**config.mk**
```make
export PLATFORM = sky130hd
export DESIGN_NAME = braid_inlet_sequencer
export DESIGN_NICKNAME = d
export VERILOG_FILES = /design/src/rtl/braid_ctrl_pkg.sv /design/src/rtl/braid_cmd_fifo.sv /design/src/rtl/braid_inlet_sequencer.sv
export SDC_FILE = /design/constraint.sdc
export NUM_CORES = 1
export LEC_CHECK = 0
export ABC_AREA = 1
export CAP_MARGIN = 40
export CORE_AREA = 2 2 89 91
export DETAILED_ROUTE_END_ITERATION = 8
export DIE_AREA = 0 0 91 93
export PLACE_DENSITY = 0.69
export SETUP_SLACK_MARGIN = 0.5
export SKIP_LAST_GASP = 1
export SYNTH_ARGS = -nofsm -noshare
export SYNTH_HDL_FRONTEND = slang
export SYNTH_SLANG_ARGS = --single-unit
```
**constraint.sdc**
```tcl
create_clock -name clk -period 3.4 [get_ports clk]
set_clock_uncertainty 0.15 [all_clocks]
set_input_delay 0.68 -clock clk [delete_from_list [all_inputs] [get_ports clk]]
set_output_delay 0.68 -clock clk [all_outputs]
set_load 0.02 [all_outputs]
```
**src/rtl/braid_ctrl_pkg.sv**
```systemverilog
// Shared types and constants for the braid inlet sequencer.
// Command bundle, FSM state encoding and legality helper.
package braid_ctrl_pkg;

  localparam int N_INLETS = 8;
  localparam int IDX_W    = 3;
  localparam int DUR_W    = 8;

  typedef enum logic [1:0] {
    IDLE,
    OPEN,
    SETTLE,
    DONE
  } state_t;

  typedef struct packed {
    logic [IDX_W-1:0] inlet;
    logic [DUR_W-1:0] dur;
  } cmd_t;

  function automatic logic cmd_legal(input cmd_t c);
    return (c.dur != '0) && (int'(c.inlet) < N_INLETS);
  endfunction

endpackage

```
**src/rtl/braid_cmd_fifo.sv**
```systemverilog
// Small synchronous FIFO of dose commands.
// Flush empties it in one cycle and outranks push and pop.
module braid_cmd_fifo
  import braid_ctrl_pkg::*;
#(
  parameter  int DEPTH = 4,
  localparam int AW    = $clog2(DEPTH),
  localparam int LW    = AW + 1
) (
  input  logic          clk,
  input  logic          rst_n,
  input  logic          push,
  input  logic          pop,
  input  logic          flush,
  input  cmd_t          wdata,
  output cmd_t          rdata,
  output logic          full,
  output logic          empty,
  output logic [LW-1:0] level
);

  cmd_t            mem [DEPTH];
  logic [AW-1:0]   wr_ptr;
  logic [AW-1:0]   rd_ptr;
  logic            do_push;
  logic            do_pop;

  assign full    = (level == LW'(DEPTH));
  assign empty   = (level == '0);
  assign do_push = push && !full && !flush;
  assign do_pop  = pop && !empty && !flush;
  assign rdata   = mem[rd_ptr];

  always_ff @(posedge clk) begin
    if (do_push) begin
      mem[wr_ptr] <= wdata;
    end
  end

  always_ff @(posedge clk or negedge rst_n) begin
    if (!rst_n) begin
      wr_ptr <= '0;
      rd_ptr <= '0;
      level  <= '0;
    end else if (flush) begin
      wr_ptr <= '0;
      rd_ptr <= '0;
      level  <= '0;
    end else begin
      if (do_push) begin
        wr_ptr <= wr_ptr + AW'(1);
      end
      if (do_pop) begin
        rd_ptr <= rd_ptr + AW'(1);
      end
      if (do_push && !do_pop) begin
        level <= level + LW'(1);
      end else if (do_pop && !do_push) begin
        level <= level - LW'(1);
      end
    end
  end

endmodule

```
**src/rtl/braid_inlet_sequencer.sv**
```systemverilog
// Valve sequencer feeding the 8-input mixer braid.
// One inlet open at a time, then a closed settle window.
module braid_inlet_sequencer
  import braid_ctrl_pkg::*;
#(
  parameter  int FIFO_DEPTH    = 4,
  parameter  int SETTLE_CYCLES = 16,
  localparam int LW = $clog2(FIFO_DEPTH) + 1,
  localparam int SW = $clog2(SETTLE_CYCLES + 1)
) (
  input  logic                clk,
  input  logic                rst_n,
  input  logic                cmd_valid,
  output logic                cmd_ready,
  input  logic [IDX_W-1:0]    cmd_inlet,
  input  logic [DUR_W-1:0]    cmd_dur,
  input  logic                abort,
  output logic [N_INLETS-1:0] valve_open,
  output logic                busy,
  output logic                dose_done,
  output logic                cmd_err,
  output logic [LW-1:0]       fifo_level
);

  state_t              state;
  state_t              state_nx;
  logic [DUR_W-1:0]    dur_cnt;
  logic [DUR_W-1:0]    dur_nx;
  logic [SW-1:0]       set_cnt;
  logic [SW-1:0]       set_nx;
  logic [N_INLETS-1:0] valve_nx;
  logic                done_nx;
  logic                err_nx;
  logic                pop;
  logic                push;
  logic                full;
  logic                empty;
  cmd_t                head;
  cmd_t                wcmd;

  assign cmd_ready = !full && !abort;
  assign push      = cmd_valid && cmd_ready;
  assign wcmd      = '{inlet: cmd_inlet, dur: cmd_dur};

  braid_cmd_fifo #(
    .DEPTH (FIFO_DEPTH)
  ) u_fifo (
    .clk   (clk),
    .rst_n (rst_n),
    .push  (push),
    .pop   (pop),
    .flush (abort),
    .wdata (wcmd),
    .rdata (head),
    .full  (full),
    .empty (empty),
    .level (fifo_level)
  );

  always_comb begin
    state_nx = state;
    dur_nx   = dur_cnt;
    set_nx   = set_cnt;
    valve_nx = valve_open;
    done_nx  = 1'b0;
    err_nx   = 1'b0;
    pop      = 1'b0;
    if (abort) begin
      state_nx = IDLE;
      valve_nx = '0;
    end else begin
      unique case (state)
        IDLE: begin
          if (!empty) begin
            pop = 1'b1;
            if (!cmd_legal(head)) begin
              err_nx = 1'b1;
            end else begin
              state_nx = OPEN;
              dur_nx   = head.dur - DUR_W'(1);
              valve_nx = N_INLETS'(1) << head.inlet;
            end
          end
        end
        OPEN: begin
          if (dur_cnt == '0) begin
            state_nx = SETTLE;
            valve_nx = '0;
            set_nx   = SW'(SETTLE_CYCLES - 1);
          end else begin
            dur_nx = dur_cnt - DUR_W'(1);
          end
        end
        SETTLE: begin
          if (set_cnt == '0) begin
            state_nx = DONE;
            done_nx  = 1'b1;
          end else begin
            set_nx = set_cnt - SW'(1);
          end
        end
        DONE: begin
          state_nx = IDLE;
        end
      endcase
    end
  end

  always_ff @(posedge clk or negedge rst_n) begin
    if (!rst_n) begin
      state      <= IDLE;
      dur_cnt    <= '0;
      set_cnt    <= '0;
      valve_open <= '0;
      busy       <= 1'b0;
      dose_done  <= 1'b0;
      cmd_err    <= 1'b0;
    end else begin
      state      <= state_nx;
      dur_cnt    <= dur_nx;
      set_cnt    <= set_nx;
      valve_open <= valve_nx;
      busy       <= (state_nx != IDLE);
      dose_done  <= done_nx;
      cmd_err    <= err_nx;
    end
  end

endmodule

```
==> run summary <==
Commonest non-fill, non-tap cells in the layout: nand2_1 (143), edfxtp_1 (44), nand3_1 (37), inv_1 (35), dfrtp_1 (33)
Pins Over Slew Limit: 0
VDD IR-drop max: 0.000358 V
Starting density of the core: 48.4%
Routed wire length: 6750 µm
GP Congestion: 0.765
Final Hold Fails: 0
RR Endpoint: dur_cnt[4]
Total GRT Usage: 17.6%
Warnings, synthesis: 0
DRC viols: 0
LEAKAGE: 1.91 nW
Hold buffers post-CTS: 0
Seq cells post-synth: 77
Clock root buffer: clkbuf_8
Dpl cell area: 4020 µm²
Utilization after layout: 56.2%
CP max FO: 4
Clock slew at reported path FFs: 80 ps
Fin crit share: 83.7%
DP HPWL: 4640 µm
Startpoint types: input pin
Die W: 91 µm
Hold path start: dur_cnt[2]
First-pass GRT wire length: 11,700 µm
Clk sink count: 77
Ports: 30
Cell Rows: 32
Setup bufs post-CTS: 0
CP Class: input pin to output pin
Post-route ant nets: 0
Hold EP: dur_cnt[2]
Gate Count Post-Synth: 394
Cell Pwr Density: 738 nW/µm²
Setup TNS: 0 ps
Layout cells sized above 1: 8.05%
Htree depth: 3
Outcome: finished, final reports clean
FF-to-FF setup slack: 1090 ps
Design area: 4230 µm²
Non-Filler Instances: 537
PostCTS Resize Cnt: 0
Core box area: 7530 µm²
Ant diodes: 0
Reg2Reg Depth: 11
Via count: 2,615
Min Tclk post-route: 2850 ps
Nets: 453
Final setup fails: 0
Fmax: 351 MHz
CTS tree: built
Seq/Total Area, Yosys: 58.9%
Die Y: 93 µm
Worst EP arrival: 2020 ps
Largest net degree at the start of global routing: 34
Routed len/inst: 12.6 µm
DR iter-0 viols: 134
DIE AREA: 8460 µm²
Clock Latency Late Sink: 350 ps
CP endpoint kind: output pin
Commonest non-fill, non-tap cell in the layout: nand2_1
CP required: 2570 ps
RSZ-0062 raised after global routing: false
Total gr overflow: 0
Avg Synthesized Cell Area: 9.25 µm²
Mapped cell area: 3640 µm²
Drt via density: 4.87
Hold Path Class: register to register
IO buf count: 29
Reg2reg start: state[1]
Total CTS buffers: 9
Slew @ Worst Pin: 513 ps
Area Growth Syn to Fin: 16.1%
Clock Path Buffers: 2
Vias in the first global route: 2,565
Drt pass-1 iters: 4
Post-synth net total: 417
Max cap viols: 0
Max_slew headroom: 65.7%
Synth cell types: 31
Placed cell count: 521
Antenna violations before repair: 0
Hold depth: 2
==> power breakdown <==
group / total [mW] / switching, mW / internal, mW / leakage [nW]
registers: 1.24 / 0.100 / 1.14 / 0.821
clock network: 0.729 / 0.333 / 0.396 / 0.110
logic: 1.15 / 0.743 / 0.408 / 0.979
==> per-layer routing <==
| layer | part of all wire, % | track usage [%] | wire length (µm) | up-vias |
|---|---|---|---|---|
| met3 | 3.4 | 3.46 | 230 | 12 |
| met4 | 1.7 | 8.21 | 114 | 0 |
| met2 | 47 | 28.3 | 3200 | 42 |
| met1 | 47 | 23.1 | 3200 | 1216 |
| li1 | - | - | - | 1345 |
| met5 | 0 | 0 | 0 | - |
==> synth_stat cells, drive strengths merged <==
master | number | area (µm²)
dfrtp | 33 | 826
buf | 9 | 85.1
nand4 | 2 | 12.5
xnor2 | 2 | 17.5
nand3 | 38 | 195
nor3 | 1 | 5.00
a32oi | 2 | 17.5
o21ai | 17 | 85.1
or2 | 5 | 31.3
xor2 | 6 | 52.6
a22o | 1 | 8.76
a31oi | 1 | 6.26
o22ai | 1 | 6.26
ha | 7 | 87.6
nand2 | 147 | 562
mux2 | 1 | 11.3
a21oi | 5 | 25.0
inv | 38 | 143
clkbuf | 1 | 3.75
nor2 | 31 | 119
fa | 1 | 20.0
edfxtp | 44 | 1320
clkinv | 1 | 3.75
==> worst max-delay path by stage <==
stage                      from         endpoint  slack [ps]
after floorplan           abort  u_fifo.level[2]         970
after global placement    abort  u_fifo.level[2]         520
after detailed placement  abort  u_fifo.level[2]         470
after CTS                 abort        cmd_ready         540
after global routing      abort        cmd_ready         500
final                     abort        cmd_ready         550
==> sequential cells by signal, indices dropped and copies added, names as in the netlist <==
name and cells:
u_fifo.mem 44, dur_cnt 8, valve_open 8, set_cnt 5, u_fifo.level 3, state 2
u_fifo.rd_ptr 2, u_fifo.wr_ptr 2, busy 1, cmd_err 1, dose_done 1
==> cell type report <==
| type | count | area [µm²] |
|---|---|---|
| clock buffers | 12 | 160 |
| clock inverters | 4 | 53.8 |
| fillers | 704 | 3290 |
| inverters | 39 | 146 |
| multi-input cells | 268 | 1260 |
| flip-flops and latches | 77 | 2150 |
| well taps | 102 | 128 |
| repair buffers | 35 | 335 |
==> worst max-delay path, stage by stage <==
cell and delay [ps]:
clkdlybuf4s50_1 480, a31oi_1 220, clkdlybuf4s50_1 630
==> metrics by stage <==
stage / setup slack (ps) / total power [mW] / hold slack (ps)
after floorplan: 968 / 2.14 / 234
after global placement: 518 / 2.39 / 316
after detailed placement: 471 / 2.41 / 319
after CTS: 543 / 3.15 / 341
after global routing: 504 / 3.37 / 377
final: 554 / 3.12 / 347
==> cells by family (layout without fill, tap and decap cells) <==
group | Yosys count | after routing | synth area share (%)
muxes | 1 | 1 | 0.309
DFF | 77 | 77 | 58.9
and+or+nand+nor | 224 | 224 | 25.4
xor gates and xnor gates | 8 | 8 | 1.92
adders and majority gates | 8 | 8 | 2.95
buffers and inverters | 49 | 90 | 6.45
AOI/OAI and AO/OA | 27 | 27 | 4.09
Note: power is estimated with default switching activity, not from simulation.
==> variant, RTL diff (same flow settings) <==
Register the output `fifo_level`, with the module's reset; this adds one clock of latency there. The other outputs are not delayed to match.
--- a/src/rtl/braid_inlet_sequencer.sv
+++ b/src/rtl/braid_inlet_sequencer.sv
@@ -23,2 +23,4 @@
 );
+
+  logic [LW-1:0] fifo_level_d;
 
@@ -56,3 +58,3 @@
     .empty (empty),
-    .level (fifo_level)
+    .level (fifo_level_d)
   );
@@ -128,2 +130,10 @@
 
+  always_ff @(posedge clk or negedge rst_n) begin
+    if (!rst_n) begin
+      fifo_level <= '0;
+    end else begin
+      fifo_level <= fifo_level_d;
+    end
+  end
+
 endmodule
Behaviour: not the same (a bounded check fails within 4 cycles, from zero or initial values and one cycle with rst_n low).
==> variant against the original RTL <==
  * Design area rose by 1.2%
  * Total power is 6.1% higher
  * Critical path depth stayed put
  * Wire length shrank 0.77%
  * Clock power grew 1%
  * Sequential cell count rose by 3
  * Worst setup slack better by 220 ps
  * Largest power group unchanged
  * Via count increased by 1.5%
  * Area after synthesis grew 0.79%
  * Non-clock buffer count decreased by 1
  * Utilization grew 0.65 points
==> variant: results (changes against the original RTL) <==
[global_routing]
grt_max_degree = 37  ; +8.8%
grt_util_all_layers_pct = 17.41  ; -0.17 points
grt_pass1_wl_um = 11650  ; -0.65%
gr-usage-met1_pct = 22.86  ; -0.26 points
met2_usage_pct = 29.26  ; +0.93 points
antenna_found_initial = 0  ; unchanged
grt_pass1_vias = 2565  ; unchanged
grtUsageMet3_pct = 4.190  ; +0.73 points

[placement]
portBuffers = 29  ; unchanged
place_area_sq_mm = 0.004071  ; +1.3%
pre_cts_ws_ps = 480.5  ; +9.848 ps
place_congestion = 0.7855  ; +2.6%
post-dp-hpwl_um = 4613  ; -0.66%
dp_cells = 523  ; +0.38%

[finish]
biggestRegsByFlops = u_fifo.mem (44), dur_cnt (8), valve_open (8)
drive_gt1_share_pct = 6.178  ; -1.9 points
fillCellCount = 694  ; -1.4%
n_antenna_cell = 0  ; unchanged
layout.nets = 455  ; +0.44%

[clock_network]
clk_path_buf_depth = 2  ; unchanged
insertion_delay_ps = 340
cts_max_level = 3  ; unchanged
numCtsBuffers = 9  ; unchanged
clockRootBuffer = clkbuf_8
path_clk_slew_ps = 80  ; about the same

[logic_synthesis]
async_reset_ff_share_pct = 45.00  ; +2.1 points
yosysWarnings = 0  ; unchanged
mappedNetlistNets = 418  ; +0.24%
yosys-top-cells-count = 144 x nand2_1, 44 x edfxtp_1, 44 x nand3_1, 37 x inv_1, 36 x dfrtp_1
synth_area_leaders = edfxtp_1 36%, dfrtp_1 25%, nand2_1 15%
seq_area_frac_synth_pct = 60.49  ; +1.6 points
synth_ff_type = edfxtp_1
synth_edf_count = 44  ; unchanged
yosysUniqueCellTypes = 31  ; unchanged
syn_avg_cell_area_sq_um = 9.300  ; +0.53%

[run_status]
outcome = complete, no violations

[sta]
slew_violations = 0  ; unchanged
worst_pin_slew_ps = 784.4  ; +271.7 ps
fin_hold_ws_ps = 259.3  ; -87.25 ps

[routing]
totalWireLength_um = 6698  ; -0.77%
first_pass_iters = 4  ; unchanged
post_drt_wl_per_cell_um = 12.43  ; -1.1%
drt_iter0_markers = 131  ; -2.2%
vias = 2653  ; +1.5%

[worst_setup_path]
cp.arrival_ps = 1790  ; -230 ps
reg2reg_to = dur_cnt[6]
crit_slowest_cell = clkdlybuf4s50_1
ff2ff_path_depth = 12  ; +1
cp_max_fo = 6  ; +2
r2r_start = u_fifo.rd_ptr[1]
slowest_delay_ps = 520  ; -110 ps
ff2ff_setup_slack_ps = 990  ; -100 ps

[worst_hold_path]
hp-class = primary input to async pin

[pwr]
ir_drop_v = 0.0003342  ; -6.7%
leakagePower_uw = 0.001914  ; +0.25%

variant: area by class of cell:
cell class | instances | area [sq um] | share of cell area [%]
inverter | 40 | 150.1 | 3.507
clock buffer | 10 | 127.6 | 2.981
tap | 102 | 127.6 | 2.981
sequential | 80 | 2222 | 51.90
timing repair buffer | 34 | 321.6 | 7.510
multi-input combinational | 267 | 1249 | 29.16
clock inverter | 6 | 83.83 | 1.958
variant: report_power, final:
group	internal (uW)	total, uW	switching (uW)
registers	1200	1320	113
clock network	410	739	329
logic	436	1260	824
total	2050	3310	1270
variant: worst max-delay path by stage:
stage / startpoint / end / slack, ps
finish: abort / cmd_ready / 780
global route: u_fifo.rd_ptr[1] / dur_cnt[4] / 590
CTS: abort / cmd_ready / 770
detailed placement: abort / cmd_ready / 480
global placement: abort / cmd_ready / 480
floorplan: abort / u_fifo.mem[0][0] / 1020
variant: cell families (layout without fill, tap and decap cells):
group	after synthesis	in the layout	synth area share [%]
buffers and inverters	48	90	5.518
flip-flops	80	80	60.49
AND/OR/NAND/NOR	233	233	26.77
AO/OA/AOI/OAI	24	24	3.815
adder cells (fa/ha/maj)	8	8	2.929
XOR/XNOR	2	2	0.4769
variant: metal layers:
| metal | vias up | wire length (um) |
|---|---|---|
| met5 | - | 0 |
| met2 | 31 | 3291 |
| met1 | 1256 | 3141 |
| met3 | 6 | 209 |
| li1 | 1360 | - |
| met4 | 0 | 56 |
variant: what timing repair did:
action / in CTS / in global routing
buffers inserted: 0 / 0
resized for setup: 1 / 0
hold buffers: 0 / 0
setup endpoints to repair: 1 / 0
variant: critical path, delay by kind of cell:
kind	cells	cell delay, ps
buffers and inverters	2	880
AO/OA/AOI/OAI	1	230
